### src/rtl/mc_pkg.sv
// Shared encodings for the multi-cycle MIPS control unit: FSM states,
// opcodes, R-type funct codes, ALU op classes and ALU control codes.
package mc_pkg;

  typedef enum logic [3:0] {
    FETCH   = 4'd0,
    DECODE  = 4'd1,
    MEMADR  = 4'd2,
    MEMRD   = 4'd3,
    MEMWB   = 4'd4,
    MEMWR   = 4'd5,
    RTYPEEX = 4'd6,
    RTYPEWB = 4'd7,
    BEQEX   = 4'd8,
    ADDIEX  = 4'd9,
    ADDIWB  = 4'd10,
    JEX     = 4'd11,
    BNEEX   = 4'd12
  } statetype;

  localparam logic [5:0] OP_RTYPE = 6'b000000;
  localparam logic [5:0] OP_LW    = 6'b100011;
  localparam logic [5:0] OP_SW    = 6'b101011;
  localparam logic [5:0] OP_BEQ   = 6'b000100;
  localparam logic [5:0] OP_BNE   = 6'b000101;
  localparam logic [5:0] OP_ADDI  = 6'b001000;
  localparam logic [5:0] OP_J     = 6'b000010;

  localparam logic [5:0] F_ADD = 6'b100000;
  localparam logic [5:0] F_SUB = 6'b100010;
  localparam logic [5:0] F_AND = 6'b100100;
  localparam logic [5:0] F_OR  = 6'b100101;
  localparam logic [5:0] F_SLT = 6'b101010;

  localparam logic [1:0] ALUOP_ADD   = 2'b00;
  localparam logic [1:0] ALUOP_SUB   = 2'b01;
  localparam logic [1:0] ALUOP_FUNCT = 2'b10;

  localparam logic [2:0] ALU_AND = 3'b000;
  localparam logic [2:0] ALU_OR  = 3'b001;
  localparam logic [2:0] ALU_ADD = 3'b010;
  localparam logic [2:0] ALU_SUB = 3'b110;
  localparam logic [2:0] ALU_SLT = 3'b111;

endpackage

### src/rtl/mc_aludec.sv
// ALU decoder: maps the FSM's aluop class (and funct for R-type) to the
// 3-bit ALU function code. Purely combinational.
module mc_aludec
  import mc_pkg::*;
(
  input  logic [1:0] i_aluop,
  input  logic [5:0] i_funct,
  output logic [2:0] o_alucontrol
);

  always_comb begin
    o_alucontrol = ALU_ADD;
    case (i_aluop)
      ALUOP_SUB:   o_alucontrol = ALU_SUB;
      ALUOP_FUNCT: begin
        case (i_funct)
          F_ADD:   o_alucontrol = ALU_ADD;
          F_SUB:   o_alucontrol = ALU_SUB;
          F_AND:   o_alucontrol = ALU_AND;
          F_OR:    o_alucontrol = ALU_OR;
          F_SLT:   o_alucontrol = ALU_SLT;
          default: o_alucontrol = ALU_ADD;
        endcase
      end
      default:     o_alucontrol = ALU_ADD;
    endcase
  end

endmodule

### src/rtl/mc_controller.sv
// Multi-cycle MIPS control unit: Moore main FSM driving datapath enables
// and selects, plus the Mealy branch term that forms pcen from zero.
module mc_controller
  import mc_pkg::*;
(
  input  logic       clk,
  input  logic       reset,
  input  logic [5:0] op,
  input  logic [5:0] funct,
  input  logic       zero,
  output logic       pcen,
  output logic       memwrite,
  output logic       irwrite,
  output logic       regwrite,
  output logic       alusrca,
  output logic       iord,
  output logic       memtoreg,
  output logic       regdst,
  output logic [1:0] alusrcb,
  output logic [1:0] pcsrc,
  output logic [2:0] alucontrol,
  output logic [3:0] state
);

  statetype   r_state, w_next;
  logic       w_pcwrite, w_branch, w_bne;
  logic [1:0] w_aluop;

  always_ff @(posedge clk) begin
    if (reset) r_state <= FETCH;
    else       r_state <= w_next;
  end

  always_comb begin
    w_next = FETCH;
    case (r_state)
      FETCH:   w_next = DECODE;
      DECODE: begin
        case (op)
          OP_LW, OP_SW: w_next = MEMADR;
          OP_RTYPE:     w_next = RTYPEEX;
          OP_BEQ:       w_next = BEQEX;
          OP_BNE:       w_next = BNEEX;
          OP_ADDI:      w_next = ADDIEX;
          OP_J:         w_next = JEX;
          default:      w_next = FETCH;
        endcase
      end
      MEMADR:  w_next = (op == OP_LW) ? MEMRD : MEMWR;
      MEMRD:   w_next = MEMWB;
      RTYPEEX: w_next = RTYPEWB;
      ADDIEX:  w_next = ADDIWB;
      default: w_next = FETCH;
    endcase
  end

  always_comb begin
    w_pcwrite = 1'b0;
    w_branch  = 1'b0;
    w_bne     = 1'b0;
    w_aluop   = ALUOP_ADD;
    memwrite  = 1'b0;
    irwrite   = 1'b0;
    regwrite  = 1'b0;
    alusrca   = 1'b0;
    iord      = 1'b0;
    memtoreg  = 1'b0;
    regdst    = 1'b0;
    alusrcb   = 2'b00;
    pcsrc     = 2'b00;
    if (reset) begin
      // Present the FETCH datapath selects but keep every write enable low.
      alusrcb = 2'b01;
    end else begin
      case (r_state)
        FETCH: begin
          alusrcb   = 2'b01;
          irwrite   = 1'b1;
          w_pcwrite = 1'b1;
        end
        DECODE:  alusrcb = 2'b11;
        MEMADR, ADDIEX: begin
          alusrca = 1'b1;
          alusrcb = 2'b10;
        end
        MEMRD:   iord = 1'b1;
        MEMWR: begin
          iord     = 1'b1;
          memwrite = 1'b1;
        end
        MEMWB: begin
          memtoreg = 1'b1;
          regwrite = 1'b1;
        end
        RTYPEEX: begin
          alusrca = 1'b1;
          w_aluop = ALUOP_FUNCT;
        end
        RTYPEWB: begin
          regdst   = 1'b1;
          regwrite = 1'b1;
        end
        ADDIWB:  regwrite = 1'b1;
        BEQEX, BNEEX: begin
          alusrca  = 1'b1;
          w_aluop  = ALUOP_SUB;
          pcsrc    = 2'b01;
          w_branch = (r_state == BEQEX);
          w_bne    = (r_state == BNEEX);
        end
        JEX: begin
          pcsrc     = 2'b10;
          w_pcwrite = 1'b1;
        end
        default: ;
      endcase
    end
  end

  assign pcen  = w_pcwrite | (w_branch & zero) | (w_bne & ~zero);
  assign state = r_state;

  mc_aludec u_aludec (
    .i_aluop      (w_aluop),
    .i_funct      (funct),
    .o_alucontrol (alucontrol)
  );

endmodule
### config.mk
export PLATFORM = sky130hd
export DESIGN_NAME = mc_controller
export DESIGN_NICKNAME = d
export VERILOG_FILES = /design/src/rtl/mc_pkg.sv /design/src/rtl/mc_aludec.sv /design/src/rtl/mc_controller.sv
export SDC_FILE = /design/constraint.sdc
export NUM_CORES = 1
export LEC_CHECK = 0
export ABC_AREA = 1
export BUFFER_PORTS_ARGS = -buffer_cell sky130_fd_sc_hd__buf_2
export CAP_MARGIN = 0
export CORE_MARGIN = 2
export CORE_UTILIZATION = 41
export CTS_CLUSTER_SIZE = 14
export DETAILED_ROUTE_END_ITERATION = 8
export PLACE_DENSITY = 0.8
export RECOVER_POWER = 100
export SLEW_MARGIN = 20
export SYNTH_ARGS = -nofsm -noshare
export SYNTH_HDL_FRONTEND = slang
export SYNTH_SLANG_ARGS = --single-unit
### constraint.sdc
create_clock -name clk -period 2.39 [get_ports clk]
set_input_delay 0.3585 -clock clk [delete_from_list [all_inputs] [get_ports clk]]
set_output_delay 0.3585 -clock clk [all_outputs]
set_load 0.005 [all_outputs]
Word level (Yosys, flattened, before mapping)
Cells that the tools add are included.
Widths: inputs -> output; s select.
{"block": "op_classes", "eq_ne": 24, "mux": 31, "n_bitwise": 5, "reduce_logical": 9}
{"operator": "$pmux 4 s6", "count": 2}
{"operator": "$eq 6x6->1 const B", "count": 6}
{"operator": "$eq 4x4->1 const B", "count": 5}
{"operator": "$mux 1", "count": 20}
{"operator": "$eq 4x3->1 const B", "count": 4}
{"operator": "$eq 6x3->1 const B", "count": 2}
{"operator": "$pmux 3 s4", "count": 1}
{"operator": "$reduce_or 2->1", "count": 5}
{"operator": "$eq 4x2->1 const B", "count": 2}
{"operator": "$pmux 2 s2", "count": 2}
{"operator": "$eq 6x2->1 const B", "count": 1}
{"operator": "$eq 6x4->1 const B", "count": 1}
{"operator": "$logic_not 6->1", "count": 1}
{"operator": "$mux 2", "count": 3}
{"operator": "$pmux 2 s3", "count": 1}
{"operator": "$pmux 3 s2", "count": 1}
{"operator": "$reduce_or 5->1", "count": 1}
{"operator": "$eq 4x1->1 const B", "count": 1}
{"operator": "$logic_not 4->1", "count": 1}
{"operator": "$mux 3", "count": 1}
{"operator": "$reduce_or 3->1", "count": 1}
{"operator": "$and 1x1->1", "count": 2}
{"operator": "$eq 2x1->1 const B", "count": 1}
{"operator": "$eq 2x2->1 const B", "count": 1}
{"operator": "2 further kinds", "count": 3}
{"block": "word_totals", "regBits": 4, "inputBits": 15, "output_inout_bits": 19, "elab_cells": 70}

Logic depth before layout (Yosys ltp)
Gate-level depths: netlist (run 1).
{"block": "logic_depth", "ltp_word": 7, "mapped_depth": 10, "ltp_nobuf": 10}

By module
From an unflattened synthesis (run 1), not the netlist that was laid out.
{"block": "unflattened", "cells_unflattened": 131, "hier_area_um2": 658.1}
{"module": "mc_controller", "instances": 1, "cells_each": 94, "area_each_um2": 484.2, "seq_area_each_um2": 80.1}
{"module": "mc_aludec", "instances": 1, "cells_each": 37, "area_each_um2": 173.9, "seq_area_each_um2": 0.0}

Worst setup path after synthesis (run 1)
OpenSTA, ideal clock, no wires.
{"block": "synth_timing", "path_type": "register to output", "startpoint": "reg r_state[0] (netlist: state[0])", "endpoint": "out alucontrol[0]", "arrival_ps": 1506, "required_ps": 2032, "path_slack_ps": 526, "stages_incl_launch_ff": 11, "n_path_buf": 0, "path_cell_list": "dfxtp_1 nor2_1 nand2_1 nor2_1 inv_1 ha_1 inv_1 nand2_1 nor2_1 nand2_1 o22ai_1"}
{"block": "synth_between", "elab_chain_cells": 6, "word_cells_on_any_way": 9, "classes_between": "5 x eq/ne; 3 x mux; 1 x reduce/logical"}
{"item": "start, declared", "line": "mc_controller.sv:25", "source": "statetype r_state, w_next;"}
{"item": "start signal, assigned", "line": "mc_controller.sv:31", "source": "else r_state <= w_next;"}
{"item": "$eq 4x4->1", "line": "mc_controller.sv:75", "source": "case (r_state)"}
{"item": "$reduce_or 2->1"}
{"item": "$pmux 2 s2 (*)", "line": "mc_controller.sv:75"}
{"item": "$mux 2 (*)", "line": "mc_controller.sv:71", "source": "if (reset) begin"}
{"item": "$eq 2x2->1 or $eq 2x1->1 (tied branches)", "line": "mc_aludec.sv:13", "source": "case (i_aluop)"}
{"item": "$pmux 3 s2 (*)", "line": "mc_aludec.sv:13"}
{"item": "end, declared", "line": "mc_controller.sv:21", "source": "output logic [2:0] alucontrol,"}
Every way passes the cells marked *; elsewhere a longest branch is shown, timed or not.

Final worst setup path (run 1)
Same ends and word-level chain as after synthesis.

==> results of run 1 <==
## metrics by stage
stage / power, W / setup WS, ns / cells / hold slack (ns)
2_1_floorplan: 0.000107 / 0.526 / 106 / 0.597
3_3_place_gp: 0.000132 / 0.312 / 152 / 0.677
3_5_place_dp: 0.000133 / 0.259 / 152 / 0.676
4_1_cts: 0.000220 / 0.00609 / 155 / 0.482
5_1_grt: 0.000239 / -0.0359 / 155 / 0.515
6_report: 0.000222 / 0.153 / 155 / 0.484
## final cells by class
type,count,area share (%)
multi-input cells,81,53.0
repair buffers,33,21.4
flip-flops and latches,4,11.0
inverters,19,9.24
clock buffers,3,2.92
well taps,15,2.43
## worst min-delay path by stage
stage          slack, ns     start  cells after the start        to
5_1_grt             0.52     op[4]                      4  state[3]
2_1_floorplan       0.60     op[4]                      3  state[3]
3_3_place_gp        0.68  state[0]                      4  state[1]
6_report            0.48     op[4]                      4  state[3]
3_5_place_dp        0.68  state[0]                      4  state[1]
4_1_cts             0.48     op[4]                      4  state[3]
## routing by layer
| layer | GRT usage (%) | routed length (um) | vias to the layer above | part of all wire (%) |
|---|---|---|---|---|
| met5 | 0 | 0 | - | 0 |
| met4 | 2.50 | 0 | 0 | 0 |
| met3 | 3.33 | 79 | 0 | 5.2 |
| met2 | 31.7 | 731 | 26 | 48 |
| met1 | 26.0 | 718 | 332 | 47 |
| li1 | - | - | 407 | - |
## placed cells by master (no fill, tap or decap), drive strengths merged
master,count
dfxtp,4
clkbuf,3
nand2,25
buf,33
nand4,2
ha,2
o21bai,1
nand3,8
nor2,24
nor3,3
o22ai,1
nor4,1
a21oi,5
o21ai,4
a31oi,4
inv,19
xnor2,1
## kinds of logic (layout without fill, tap and decap cells)
group                    after synthesis  count (layout)  share of synthesized area [%]
flip-flops                             4               4                           14.6
AO/OA/AOI/OAI                         15              15                           15.3
AND/OR/NAND/NOR                       63              63                           49.4
buffers and inverters                 21              55                           14.6
adder cells (fa/ha/maj)                2               2                           4.56
XOR/XNOR                               1               1                           1.59
## critical path, delay by kind of cell, from the launching register on
family	cells	cell delay (ns)
buf+inv	3	0.27
fa+ha+maj	1	0.30
compound gates	1	0.13
flops	1	0.35
simple gates	6	0.59
## power groups by stage
stage | clock network (W) | registers, W | logic, W
after floorplan | 0 | 0.0000737 | 0.0000332
after global placement | 0 | 0.0000737 | 0.0000582
after detailed placement | 0 | 0.0000738 | 0.0000592
after CTS | 0.0000881 | 0.0000727 | 0.0000594
after global routing | 0.0000941 | 0.0000748 | 0.0000705
final | 0.0000859 | 0.0000747 | 0.0000615
## cells in the mapped netlist, types with 2 or more instances
cell and instances:
nand2_1 25, nor2_1 21, inv_1 16, nand3_1 8, a21oi_1 5, a31oi_1 4, dfxtp_1 4, inv_2 3
nor2_2 3, nor3_1 3, ha_1 2, nand4_1 2, o21ai_0 2, o21ai_1 2
==> out/metrics.csv, run 1 <==
metric,value,unit
status,"finished, final reports clean",
slew_violations,0,
async_flop_share,0,%
numCtsBuffers,3,
post_cts_resized,0,
drt_pass1_iterations,4,
diodes,0,
maxCapViolCount,0,
overflow,0,
fin_tns_setup,0,ns
dieArea,1650,um2
coreArea,1270,um2
final_util,60.8,%
wl,1530,um
startpoint,state[0],
combPwrFrac,27.7,%
clkTransAtPathRegs,0.04,ns
cpMaxStageDelayCell,dfxtp_2,
arrival,1.88,ns
fin_crit,2.24,ns
netlist.area_leader.share,17.1,%
clockBufferDepth,2,
vias,765,
seqCellArea,85.1,um2
max_freq,0.447,GHz
syn_inst,106,
ys.flop_type,dfxtp_1,
critPathCapture,alucontrol[0],
synth_area,549,um2
cts.sink_count,4,
wl_per_cell,9.87,um
relSlewSlack,79.1,%
cellPowerDensity,288,nW/um2
worstSetupPathType,register to output port,
largest_register_ffs,4,
cts_tree,done,
synthToLayoutAreaGrowth,40.5,%
via_per_inst,4.94,
antenna_found_initial,0,
start_util,43.3,%
rrSetupSlack,1.25,ns
fin_worst_skew,0.00690,ns
cpMostUsedCell,nor2_2,
cts_hold_buf,0,
final_nets,159,
rows,13,
clk_latency,0.24,ns
ys_ff_latch,4,
post_synth.cell_area_avg,5.18,um2
switching_share,31.8,%
cts_max_level,1,
seqPwrFrac,33.6,%
grt_pass1_wl,2180,um
die_w,40.6,um
antenna_left,0,
clkPwrFrac,38.7,%
cp_slowest_stage_delay,0.35,ns
drtIter0Drc,21,
synth_warnings,0,
drive_gt1_share,37.9,%
finalSetupViolCount,0,
worstSetupStartpointType,register,
crit_required,2.03,ns
yosys.area.top_type,nand2_1,
ys_top_cells_by_area,"nand2_1, dfxtp_1, nor2_1, inv_1, nand3_1",
root_buffer,clkbuf_4,
gp_congestion,0.830,
crit_path_end_kind,output port,
cellInternalPower,0.000151,W
syn-num-nets,123,
placed_area,724,um2
synth_edf_count,0,
p_leak,0.432,nW
r2r_start,state[1],
grt_pass1_vias,570,
hold_viol_final,0,
hp-class,primary input to register,
io_pins,34,
ys_seq_area_share,14.6,%
irDropWorstVdd,0.000242,V
post_cts_buffers,0,
drc,0,
fill_cells,127,
dp_hpwl,1230,um
final.period_utilization,93.6,%
port_buffers,33,
worstPathCellList,nor2_2 -> nand2_2 -> nor2_2 -> inv_1 -> ha_1 -> inv_1 -> nand2_1 -> nor2_2 -> nand2_1 -> o22ai_1 -> buf_2,
multiInputGateArea,409,um2
stdcell_area,772,um2
synthDistinctLibCells,20,
r2r_cells,7,
crit_fanout,6,
net-switching-power,0.0000706,W
die_y,40.6,um
grt_max_degree,18,
track_usage,19.1,%
tightestPinTransition,0.313,ns
r2r-end,state[1],
No activity file was read; power rests on OpenSTA's default activity.
==> run 2, diff against run 1 <==
--- a/config.mk
+++ b/config.mk
@@ -5,14 +5,13 @@
 export SDC_FILE = /design/constraint.sdc
 export NUM_CORES = 1
 export LEC_CHECK = 0
-export ABC_AREA = 1
 export BUFFER_PORTS_ARGS = -buffer_cell sky130_fd_sc_hd__buf_2
 export CAP_MARGIN = 0
 export CORE_MARGIN = 2
-export CORE_UTILIZATION = 41
+export CORE_UTILIZATION = 43
 export CTS_CLUSTER_SIZE = 14
 export DETAILED_ROUTE_END_ITERATION = 8
-export PLACE_DENSITY = 0.8
+export PLACE_DENSITY = 0.86
 export RECOVER_POWER = 100
 export SLEW_MARGIN = 20
 export SYNTH_ARGS = -nofsm -noshare
==> constraint.sdc (replaced) <==
create_clock -name clk -period 2.39 [get_ports clk]
set_input_delay 0.1195 -clock clk [delete_from_list [all_inputs] [get_ports clk]]
set_output_delay 0.1195 -clock clk [all_outputs]
set_load 0.005 [all_outputs]
==> run 2 against run 1 <==
Effect of this change:
- sequential share of layout area decreased by 0.73 points
- synthesized cell count shrank 17%
- non-clock buffer count increased by 3
- routed wire length is 8.4% higher
- power grew 1.8%
- global-route usage is 0.27 points higher
- synthesized area rose by 12%
- cell count fell by 12%
- critical path type unchanged
- critical endpoint is now alucontrol[2]
- largest power group unchanged
==> out/metrics.csv, run 2 <==
metric,value,unit
status,"finished, final reports clean",
final_cell_mix,"buf_2, clkbuf_1, nor2_1",
vias,750,
cts_hold_buf,0,
grt_max_degree,18,
gp_congestion,0.846,
async_flop_share,0,%
ys_ff_latch,4,
cellPowerDensity,290,nW/um2
slew_violations,0,
antenna_left,0,
crit_fanout,10,
grt_pass1_vias,659,
antenna_found_initial,0,
diodes,0,
die_y,41.8,um
fin_worst_skew,0.00800,ns
ys_top_cells_by_area,"dfxtp_1, nor3_1, nor2_1, nor4_1, a21oi_1",
largest_register_ffs,4,
overflow,0,
cp_top_family,simple AND/OR/NAND/NOR gates,
ys.flop_type,dfxtp_1,
synthToLayoutAreaGrowth,26.7,%
worstSetupStartpointType,register,
synthTopCellsByCount,"nor2_1, inv_1, nor3_1",
dr_wl_met3,84,um
post-synth-top-count-cell,nor2_1,
final.period_utilization,89.6,%
wl,1660,um
root_buffer,clkbuf_4,
hold_viol_final,0,
synth_area,614,um2
die_w,41.8,um
fin_crit,2.14,ns
rsz0062_at_grt,false,
worstSetupPathType,register to output port,
track_usage,19.4,%
drtIter0Drc,17,
cts_max_level,1,
arrival,2.02,ns
cp_slowest_stage_delay,0.39,ns
maxCapViolCount,0,
cts_tree,done,
syn-num-nets,105,
numCtsBuffers,3,
post_synth.cell_area_avg,6.98,um2
syn_inst,88,
rows,13,
clockBufferDepth,2,
clkTransAtPathRegs,0.04,ns
tightestPinTransition,0.741,ns
max_freq,0.467,GHz
crit_path_end_kind,output port,
synthDistinctLibCells,38,
io_pins,34,
crit_required,2.27,ns
setup_slack,0.247,ns
m1WireLength,693,um
dp_hpwl,1290,um
drive_gt1_share,29.8,%
yosys.area.top_type,dfxtp_1,
finalSetupViolCount,0,
hp-class,primary input to register,
p_leak,0.335,nW
dieArea,1750,um2
fin_tns_setup,0,ns
synth_warnings,0,
cts.sink_count,4,
irDropWorstVdd,0.000201,V
pre_cts_ws,0.518,ns
top_layer_used,met4,
drc,0,
mostFrequentLayoutCell,buf_2,
final_nets,140,
drt_pass1_iterations,4,
via_per_inst,5.51,
relSlewSlack,50.6,%
start_util,46.6,%
worstPathCellList,nand2b_4 -> or3_1 -> inv_1 -> ha_1 -> nand3b_1 -> o22ai_1 -> clkbuf_2,
clk_latency,0.24,ns
post_cts_resized,0,
netlist.area_leader.share,13.0,%
post_cts_buffers,0,
ys_seq_area_share,13.0,%
grt_pass1_wl,2730,um
cpMaxStageDelayCell,dfxtp_1,
dr_wl_met2,865,um
synth_edf_count,0,
port_buffers,33,
path_buf_inv,2,
wl_per_cell,12.2,um
coreArea,1320,um2
[run 2: cell types whose count changed in the layout (fill, tap and decap cells not counted), moves of 7 or more]
| cell | before | now |
|---|---|---|
| nand2_1 | 24 | 3 |
| nor2_1 | 16 | 9 |
| clkbuf_1 | 0 | 10 |
| inv_1 | 16 | 8 |
| buf_2 | 33 | 21 |
[run 2: cell families (layout without fill, tap and decap cells)]
| family | after synthesis | count (layout) | share of synthesized area [%] |
|---|---|---|---|
| DFF | 4 | 4 | 13.0 |
| xor gates and xnor gates | 5 | 5 | 7.13 |
| muxes | 1 | 1 | 1.63 |
| and+or+nand+nor | 42 | 42 | 39.3 |
| adders and majority gates | 2 | 2 | 4.07 |
| AOI/OAI and AO/OA | 20 | 20 | 23.8 |
| buffers and inverters | 14 | 47 | 11.0 |
[run 2: per-stage QoR]
step | cells | power (W) | cell area (um2) | utilization, % | hold WS, ns
2_1_floorplan | 88 | 0.000119 | 614 | - | 0.291
3_3_place_gp | 133 | 0.000144 | 783 | 59.4 | 0.441
3_5_place_dp | 133 | 0.000145 | 783 | 59.4 | 0.450
4_1_cts | 136 | 0.000230 | 806 | 61.2 | 0.202
5_1_grt | 136 | 0.000242 | 778 | 59.1 | 0.259
6_report | 136 | 0.000226 | 778 | 59.1 | 0.204
[run 2: power breakdown]
| part | total (W) | switching (W) | internal [W] |
|---|---|---|---|
| logic | 0.0000678 | 0.0000361 | 0.0000316 |
| registers | 0.0000740 | 0.00000450 | 0.0000695 |
| clock network | 0.0000843 | 0.0000281 | 0.0000562 |
| total | 0.000226 | 0.0000687 | 0.000157 |
[run 2: layer usage]
layer	global-route usage [%]	up-vias
met5	0	-
met4	8.39	0
met3	3.04	2
met2	35.3	27
met1	21.8	336
li1	-	385
[run 2: worst paths after layout]
| kind | end | start | slack [ns] | depth (start not counted) |
|---|---|---|---|---|
| hold reg to reg | state[0] | state[3] | 0.66 | 2 |
| hold / removal | state[1] | op[4] | 0.20 | 4 |
| setup reg to reg | state[0] | state[1] | 0.67 | 5 |
| setup / recovery | alucontrol[2] | state[0] | 0.25 | 7 |
[run 2: worst min-delay path, stage by stage]
cell and delay [ns]:
buf_2 0.11, nor2_1 0.04, nand3_1 0.06, a21oi_1 0.06
[run 2: area by class of cell]
cell class | count | area (um2)
clock buffer | 3 | 22.5
fill | 131 | 539
inverter | 8 | 30.0
multi-input combinational | 70 | 457
sequential | 4 | 80.1
tap | 15 | 18.8
timing repair buffer | 36 | 170
